### config.mk
export PLATFORM = sky130hd
export DESIGN_NAME = slave_in_port_flat
export DESIGN_NICKNAME = d
export VERILOG_FILES = /design/src/rtl/slave_in_port_pkg.sv /design/src/rtl/slave_in_port_if.sv /design/src/rtl/slave_in_port_s2p.sv /design/src/rtl/slave_in_port.sv /design/src/flat_wrapper.sv
export SDC_FILE = /design/constraint.sdc
export NUM_CORES = 1
export LEC_CHECK = 0
export CAP_MARGIN = 5
export CORE_AREA = 8 8 76 112
export CTS_BUF_LIST = sky130_fd_sc_hd__clkbuf_16
export CTS_CLUSTER_DIAMETER = 30
export DETAILED_ROUTE_END_ITERATION = 6
export DIE_AREA = 0 0 84 120
export DONT_BUFFER_PORTS = 1
export PLACE_DENSITY = 0.47
export SYNTH_ARGS = -nofsm -noshare
export SYNTH_HDL_FRONTEND = slang
export SYNTH_HIERARCHICAL = 1
export SYNTH_SLANG_ARGS = --single-unit
### constraint.sdc
create_clock -name clk -period 7.7 [get_ports clk]
set_clock_uncertainty 0.05 [all_clocks]
set_input_delay 1.54 -clock clk [delete_from_list [all_inputs] [get_ports clk]]
set_output_delay 1.54 -clock clk [all_outputs]
set_load 0.02 [all_outputs]
### src/rtl/slave_in_port_pkg.sv
// Shared serial-bus definitions: FSM state encoding, master command encoding
// and default word lengths for the slave receive port.
package slave_in_port_pkg;

    localparam int DEF_ADDR_LEN = 12;
    localparam int DEF_DATA_LEN = 8;

    typedef enum logic [2:0] {
        ST_IDLE      = 3'd0,
        ST_RECEIVE   = 3'd1,
        ST_WRITE_OUT = 3'd2,
        ST_READ_OUT  = 3'd3,
        ST_READ_WAIT = 3'd4
    } state_e;

    typedef enum logic [1:0] {
        CMD_INACTIVE = 2'b00,
        CMD_WRITE    = 2'b10,
        CMD_READ     = 2'b11
    } cmd_e;

    function automatic int max_len(input int a, input int b);
        return (a > b) ? a : b;
    endfunction

endpackage

### src/rtl/slave_in_port_if.sv
// Bus-side signals between the interconnect (master view) and the slave
// receive port, plus the memory strobes and read-completion handshake.
interface slave_in_port_if #(
    parameter int ADDR_LEN = slave_in_port_pkg::DEF_ADDR_LEN,
    parameter int DATA_LEN = slave_in_port_pkg::DEF_DATA_LEN
);
    logic                selected;
    logic                master_valid;
    logic                write_en;
    logic                read_en;
    logic                rx_address;
    logic                rx_data;
    logic                read_done;
    logic                slave_ready;
    logic [ADDR_LEN-1:0] address;
    logic [DATA_LEN-1:0] data;
    logic                write_req;
    logic                read_req;
    logic                rx_done;

    modport slave (
        input  selected, master_valid, write_en, read_en, rx_address, rx_data, read_done,
        output slave_ready, address, data, write_req, read_req, rx_done
    );

    modport master (
        output selected, master_valid, write_en, read_en, rx_address, rx_data, read_done,
        input  slave_ready, address, data, write_req, read_req, rx_done
    );
endinterface

### src/rtl/slave_in_port_s2p.sv
// Shadow register that collects one serial bit per enabled cycle at a given
// index; exposes its next value so the caller can load the completed word.
module serial_to_parallel #(
    parameter int WIDTH = 8,
    parameter int IDX_W = (WIDTH > 1) ? $clog2(WIDTH) : 1
) (
    input  logic             clk,
    input  logic             reset,
    input  logic             clr_i,
    input  logic             en_i,
    input  logic [IDX_W-1:0] idx_i,
    input  logic             bit_i,
    output logic [WIDTH-1:0] word_d_o
);
    logic [WIDTH-1:0] word_q;
    logic [WIDTH-1:0] word_d;

    // Clear and capture may coincide: a new transfer starts with bit 0.
    always_comb begin
        word_d = clr_i ? '0 : word_q;
        if (en_i)
            word_d[idx_i] = bit_i;
    end

    always_ff @(posedge clk or posedge reset) begin
        if (reset) word_q <= '0;
        else       word_q <= word_d;
    end

    assign word_d_o = word_d;
endmodule

### src/rtl/slave_in_port.sv
// Slave receive port: handshake with the master, deserialise LSB-first
// address/data streams and issue a one-cycle write or read strobe.
module slave_in_port
    import slave_in_port_pkg::*;
#(
    parameter int ADDR_LEN = DEF_ADDR_LEN,
    parameter int DATA_LEN = DEF_DATA_LEN
) (
    input  logic          clk,
    input  logic          reset,
    slave_in_port_if.slave bus
);
    localparam int N     = max_len(ADDR_LEN, DATA_LEN);
    localparam int CNT_W = $clog2(N) + 1;
    localparam int AIW   = (ADDR_LEN > 1) ? $clog2(ADDR_LEN) : 1;
    localparam int DIW   = (DATA_LEN > 1) ? $clog2(DATA_LEN) : 1;

    state_e             state_q, state_d;
    cmd_e               cmd_q, cmd_d;
    logic [CNT_W-1:0]   cnt_q, cnt_d;
    logic [ADDR_LEN-1:0] address_q, addr_sh_d;
    logic [DATA_LEN-1:0] data_q, data_sh_d;
    logic               hs, abort, cap, cap_a, cap_d, last;

    // Being in IDLE is exactly slave_ready=1, so it stands in for the ready term.
    assign hs    = (state_q == ST_IDLE) && bus.selected && bus.master_valid
                   && (bus.write_en || bus.read_en);
    assign abort = (state_q == ST_RECEIVE) && !(bus.selected && bus.master_valid);
    assign cap   = hs || ((state_q == ST_RECEIVE) && !abort);
    assign cap_a = cap && (cnt_q < CNT_W'(ADDR_LEN));
    assign cap_d = cap && (cnt_q < CNT_W'(DATA_LEN));
    assign last  = (state_q == ST_RECEIVE) && !abort && (cnt_q == CNT_W'(N - 1));

    serial_to_parallel #(.WIDTH(ADDR_LEN), .IDX_W(AIW)) u_addr_s2p (
        .clk      (clk),
        .reset    (reset),
        .clr_i    (hs),
        .en_i     (cap_a),
        .idx_i    (cnt_q[AIW-1:0]),
        .bit_i    (bus.rx_address),
        .word_d_o (addr_sh_d)
    );

    serial_to_parallel #(.WIDTH(DATA_LEN), .IDX_W(DIW)) u_data_s2p (
        .clk      (clk),
        .reset    (reset),
        .clr_i    (hs),
        .en_i     (cap_d),
        .idx_i    (cnt_q[DIW-1:0]),
        .bit_i    (bus.rx_data),
        .word_d_o (data_sh_d)
    );

    always_ff @(posedge clk or posedge reset) begin
        if (reset) begin
            state_q <= ST_IDLE;
            cmd_q   <= CMD_INACTIVE;
            cnt_q   <= '0;
        end else begin
            state_q <= state_d;
            cmd_q   <= cmd_d;
            cnt_q   <= cnt_d;
        end
    end

    always_comb begin
        state_d = state_q;
        cmd_d   = cmd_q;
        cnt_d   = cnt_q;
        case (state_q)
            ST_IDLE: begin
                if (hs) begin
                    state_d = ST_RECEIVE;
                    cmd_d   = bus.read_en ? CMD_READ : CMD_WRITE;
                    cnt_d   = CNT_W'(1);
                end
            end
            ST_RECEIVE: begin
                if (abort) begin
                    state_d = ST_IDLE;
                    cmd_d   = CMD_INACTIVE;
                    cnt_d   = '0;
                end else if (last) begin
                    state_d = (cmd_q == CMD_READ) ? ST_READ_OUT : ST_WRITE_OUT;
                end else begin
                    cnt_d = cnt_q + CNT_W'(1);
                end
            end
            ST_WRITE_OUT: begin
                state_d = ST_IDLE;
                cmd_d   = CMD_INACTIVE;
                cnt_d   = '0;
            end
            ST_READ_OUT: state_d = ST_READ_WAIT;
            ST_READ_WAIT: begin
                if (bus.read_done) begin
                    state_d = ST_IDLE;
                    cmd_d   = CMD_INACTIVE;
                    cnt_d   = '0;
                end
            end
            default: begin
                state_d = ST_IDLE;
                cmd_d   = CMD_INACTIVE;
                cnt_d   = '0;
            end
        endcase
    end

    // Strobes and ready are pure decodes of the state register.
    always_comb begin
        bus.slave_ready = (state_q == ST_IDLE);
        bus.write_req   = (state_q == ST_WRITE_OUT);
        bus.read_req    = (state_q == ST_READ_OUT);
        bus.rx_done     = (state_q == ST_WRITE_OUT) || (state_q == ST_READ_OUT);
    end

    // Reads still shift data bits but never disturb the last written word.
    always_ff @(posedge clk or posedge reset) begin
        if (reset) begin
            address_q <= '0;
            data_q    <= '0;
        end else if (last) begin
            address_q <= addr_sh_d;
            if (cmd_q == CMD_WRITE)
                data_q <= data_sh_d;
        end
    end

    assign bus.address = address_q;
    assign bus.data    = data_q;
endmodule
### src/flat_wrapper.sv
// flat-port wrapper written by rule: the top's interface ports become plain ports
module slave_in_port_flat import slave_in_port_pkg::*;
#(
    parameter int ADDR_LEN = DEF_ADDR_LEN,
    parameter int DATA_LEN = DEF_DATA_LEN
)
  (clk, reset, bus_selected, bus_master_valid, bus_write_en, bus_read_en, bus_rx_address, bus_rx_data, bus_read_done, bus_slave_ready, bus_address, bus_data, bus_write_req, bus_read_req, bus_rx_done);
  slave_in_port_if #(.ADDR_LEN(ADDR_LEN), .DATA_LEN(DATA_LEN)) bus_i ();
  input  logic clk;
  input  logic reset;
  input wire logic [$bits(bus_i.selected)-1:0] bus_selected;
  input wire logic [$bits(bus_i.master_valid)-1:0] bus_master_valid;
  input wire logic [$bits(bus_i.write_en)-1:0] bus_write_en;
  input wire logic [$bits(bus_i.read_en)-1:0] bus_read_en;
  input wire logic [$bits(bus_i.rx_address)-1:0] bus_rx_address;
  input wire logic [$bits(bus_i.rx_data)-1:0] bus_rx_data;
  input wire logic [$bits(bus_i.read_done)-1:0] bus_read_done;
  output wire logic [$bits(bus_i.slave_ready)-1:0] bus_slave_ready;
  output wire logic [$bits(bus_i.address)-1:0] bus_address;
  output wire logic [$bits(bus_i.data)-1:0] bus_data;
  output wire logic [$bits(bus_i.write_req)-1:0] bus_write_req;
  output wire logic [$bits(bus_i.read_req)-1:0] bus_read_req;
  output wire logic [$bits(bus_i.rx_done)-1:0] bus_rx_done;
  assign bus_i.selected = bus_selected;
  assign bus_i.master_valid = bus_master_valid;
  assign bus_i.write_en = bus_write_en;
  assign bus_i.read_en = bus_read_en;
  assign bus_i.rx_address = bus_rx_address;
  assign bus_i.rx_data = bus_rx_data;
  assign bus_i.read_done = bus_read_done;
  assign bus_slave_ready = bus_i.slave_ready;
  assign bus_address = bus_i.address;
  assign bus_data = bus_i.data;
  assign bus_write_req = bus_i.write_req;
  assign bus_read_req = bus_i.read_req;
  assign bus_rx_done = bus_i.rx_done;
  slave_in_port #(.ADDR_LEN(ADDR_LEN), .DATA_LEN(DATA_LEN)) u_core (.clk(clk), .reset(reset), .bus(bus_i));
endmodule
; Word-level counts from Yosys, hierarchy flattened
; Index checks and enable logic that the tools add are counted.
[totals]
in_bits = 9
out_inout_bits = 24
reg_bits = 50
[classes]
bitwise_logic = 1
mux = 26
n_eq_ne = 12
n_addsub = 1
reduce_logical = 21
n_lt_le_gt_ge = 6
[op_table]
columns = op, n
row1 = $mux 12, 2
row2 = $mux 5, 4
row3 = $pmux 5 s4, 1
row4 = $mux 8, 2
row5 = $bwmux 12, 1
row6 = $mux 3, 4
row7 = $pmux 3 s4, 1
row8 = $logic_and 1x1->1, 11
row9 = $lt 5x4->1 const B, 2
row10 = $bwmux 8, 1
row11 = $pmux 2 s4, 1
row12 = $reduce_and 4->1, 2
row13 = $eq 3x2->1 const B, 2
row14 = $mux 2, 3
row15 = $add 5x1->5 const B, 1
row16 = $eq 5x4->1 const B, 1
row17 = $lt 4x5->1 const B, 1
row18 = $demux 1 s4, 1
row19 = $eq 2x2->1 const B, 2
row20 = $ge 4x1->1 const B, 1
row21 = $lt 3x4->1 const B, 1
row22 = $mux 1, 4
row23 = $ne 2x1->1 const B, 2
row24 = $demux 1 s3, 1
row25 = 12 further kinds, 15

; Logic depth before layout (Yosys ltp)
[depth]
depth_word = 9
depth_mapped = 7

; By module
; Netlist, hierarchy kept.
[modules_own_cells]
columns = module, area_per_inst_um2, cells_per_inst, n_inst, seq_area_each_um2
row1 = slave_in_port, 1335.0, 98, 1, 750.7
row2 = serial_to_parallel (u_core.u_addr_s2p), 631.9, 58, 1, 300.3
row3 = serial_to_parallel (u_core.u_data_s2p), 440.4, 33, 1, 200.2

; Worst setup path after synthesis
; No wires, ideal clock.
[synth_timing]
path_kind = input -> register
start = input port bus_master_valid
end = register u_core.data_q[0] (netlist: u_core/bus.data[0])
arrival_ns = 3.580
path_slack_ns = 3.943
n_path_buf = 0
required_time_ns = 7.523
stages = 6
path_cell_list = nand3b_4 -> or4_1 -> a211oi_1 -> nor4b_2 -> mux2_2 -> mux2_1
[synth_via]
elab_chain_cells = 8
[synth_rtl]
columns = element, line_no
row1 = start: declaration, flat_wrapper.sv:12  ; input wire logic [$bits(bus_i.master_valid)-1:0] bus_master_valid;
row2 = $logic_and 1x1->1, slave_in_port.sv:28  ; assign abort = (state_q == ST_RECEIVE) && !(bus.selected && bus.master_valid);
row3 = $logic_not 1->1, slave_in_port.sv:28
row4 = $logic_and 1x1->1, slave_in_port.sv:28
row5 = $logic_not 1->1, slave_in_port.sv:29  ; assign cap = hs || ((state_q == ST_RECEIVE) && !abort);
row6 = $logic_and 1x1->1, slave_in_port.sv:29
row7 = $logic_or 1x1->1 *, slave_in_port.sv:29
row8 = $logic_and 1x1->1 *, slave_in_port.sv:31  ; assign cap_d = cap && (cnt_q < CNT_W'(DATA_LEN));
row9 = named net u_core.cap_d, slave_in_port.sv:23  ; logic hs, abort, cap, cap_a, cap_d, last;
row10 = $mux 8 *, slave_in_port_s2p.sv:21  ; if (en_i)
row11 = named net u_core.data_sh_d[0], slave_in_port.sv:22  ; logic [DATA_LEN-1:0] data_q, data_sh_d;
row12 = end signal: assignment, slave_in_port.sv:126  ; data_q <= data_sh_d;
row13 = end: declaration, slave_in_port.sv:22
; Mark *: on every way through the listed nets, which the timed path passes. The rest lies on a longest branch.
; A chain may end at the register's enable or synchronous reset.

; Worst setup path after layout
; Same ends and word-level chain as after synthesis.

==> flow_summary.toml <==
[clock_network]
cts_resized = 0
cts_setup_buffers = 0
cts_tree = "yes"
clk_latency_ps = 280
cts_root_buffer = "clkbuf_16"
ctsHoldBuffers = 0
clockBufferDepth = 2
htreeDepth = 2
clk_pin_slew_ps = 60
cts_buffers = 5
cts_sinks = 50

[global_route]
grt.total_usage_pct = 10.2
grt_pass1_wl_um = 8120
antenna_found_initial = 0
grt-ovfl-total = 0
grt_max_degree = 23
grt_pass1_vias = 1581

[sta]
finalSetupViolations = 0
worst_pin_slew_ps = 963
fin_crit_ps = 3740
hold_viol_final = 0
tns_ps = 0
fin_ws_ps = 3960
timing.hold.ws_ps = 467
relSlewSlack_pct = 35.3
fmax_ghz = 0.267
finalCritPeriodShare_pct = 48.6
drv_slew = 0
rsz0062_at_grt = "no"

[routing]
vias_per_cell = 5.35
vias = 1466
drt_iter0_drc = 43
antenna_left = 0
wl_per_cell_um = 18.5
first_pass_iters = 4
drc = 0
wirelength_um = 5080

[synthesis]
synthTopCellsByArea = "dfrtp_1, mux2_2, nor2b_1"
syn_area_per_cell_um2 = 12.7
ys_types = 43
syn_inst = 189
ys_ff_latch = 50
netlist.area_leader.share_pct = 52.0
yosys.area.top_type = "dfrtp_1"
async_flop_share_pct = 100
synthFlopType = "dfrtp_1"
ys_seq_area_share_pct = 52.0
syn_area_um2 = 2410
mappedNetlistNets = 199
yosysWarnings = 6
synth_edf_count = 0

[worst_hold_path]
worstHoldPathType = "flip-flop to flip-flop"

[critical_path]
path_class = "primary input to flip-flop"
startpoint_type = "primary input"
end_kind = "flip-flop"
cp_data_required_time_ps = 7820
crit_slowest_cell = "a211oi_1"
critical_path.max_stage_delay_ps = 700
crit_fanout = 8
cp_cell_sequence = "nand3b_4 > or4_1 > a211oi_1 > nor4b_2 > mux2_2 > mux2_1"
crit_arrival_ps = 3860

[power_and_ir_drop]
power.total_uw = 700
ir_drop_mv = 0.108
powerDensity_nw_per_um2 = 263
p_leak_uw = 0.00132

[final_layout]
area.growth.synth_to_final_pct = 10.4
final_cell_mix = "dfrtp_1, mux2_2, nor2b_1"
nFillCells = 702
diodes = 0
layout_commonest_cell = "dfrtp_1"
drive_gt1_share_pct = 24.2
stdcell_area_um2 = 2660
nNetsFinal = 203

[place]
dpl_cell_area_um2 = 2490
pre_cts_slack_ps = 3650
dp_hpwl_um = 3780
port_buffers = 0
place_congestion = 0.808

[outcome]
status = "finished clean"

[floorplan]
ios = 33
die_x_um = 84
fp.dieArea_um2 = 10100
num_rows = 38
fp.dieH_um = 120
core_um2 = 6990
start_util_pct = 34.4

[run]
max_cap_viol_count = 0
## cells in the mapped netlist, types with 4 or more instances
master    count
nand2b_1      5
nand3_1       4
nand2_1       5
nor2b_1      22
inv_1         6
mux2_1        8
nor2_1        8
dfrtp_1      50
mux2_4        4
mux2_2       27
## worst max-delay path: cells and delay by family
kind / cells / cell delay (ps)
compound gates: 1 / 700
mux: 2 / 660
simple gates: 3 / 970
## through the flow
stage                     util (%)  std cells
final                         38.0        274
after global placement        35.7        266
after global routing          38.0        274
after floorplan                  -        189
after detailed placement      35.7        266
after CTS                     38.0        274
## metal layers
metal / global-route usage [%] / routed length, um / vias up
met5: 0 / 0 / -
met4: 4.77 / 113 / 0
met3: 2.92 / 227 / 7
met2: 19.1 / 2850 / 24
met1: 9.89 / 1880 / 752
li1: - / - / 683
## flip-flops by register name, indices dropped and copies added (netlist names)
register and cells:
u_core/u_addr_s2p/word_q 12, u_core/cnt_q 5, u_core/bus.data 8, u_core/cmd_q 2, u_core/u_data_s2p/word_q 8, u_core/state_q 3, u_core/bus.address 12
## logic make-up (layout without fill, tap and decap cells)
logic type / Yosys count / count (layout) / synth area share [%]
flip-flops: 50 / 50 / 52.0
XOR/XNOR: 1 / 1 / 0.364
AND/OR/NAND/NOR: 69 / 69 / 20.2
multiplexers: 41 / 41 / 19.7
buffers and inverters: 11 / 16 / 2.03
AO/OA/AOI/OAI: 16 / 16 / 5.25
adder cells (fa/ha/maj): 1 / 1 / 0.520
## final timing paths
| kind | startpoint | endpoint | slack, ps | cells past startpoint |
|---|---|---|---|---|
| worst max-delay path | bus_master_valid | u_core/bus.data[0] | 3960 | 6 |
| worst min register to register | u_core/cmd_q[1] | u_core/cmd_q[1] | 470 | 1 |
| max in group asynchronous | reset | u_core/cmd_q[0] | 5780 | 2 |
| worst max register to register | u_core/cnt_q[0] | u_core/bus.data[5] | 4530 | 5 |
| min in group asynchronous | reset | u_core/u_data_s2p/word_q[1] | 1050 | 1 |
| worst min-delay path | u_core/cmd_q[1] | u_core/cmd_q[1] | 470 | 1 |
## layout make-up
class                      instances  area [um^2]  share of cell area (%)
sequential                        50         1250                    47.1
timing repair buffer               1         7.51                   0.282
clock inverter                     3         40.0                    1.51
clock buffer                       5          125                    4.71
multi-input combinational        128         1110                    41.7
tap                               80          100                    3.77
inverter                           7         26.3                   0.989
## power breakdown
| part | internal (uW) | total [uW] | switching (uW) | leakage (uW) |
|---|---|---|---|---|
| Clock | 152 | 241 | 89.4 | 0.0000836 |
| Combinational | 64.7 | 133 | 68.5 | 0.000551 |
| Sequential | 288 | 325 | 36.8 | 0.000687 |
| Total | 505 | 700 | 195 | 0.00132 |
Power figures use the tool's default switching activity.
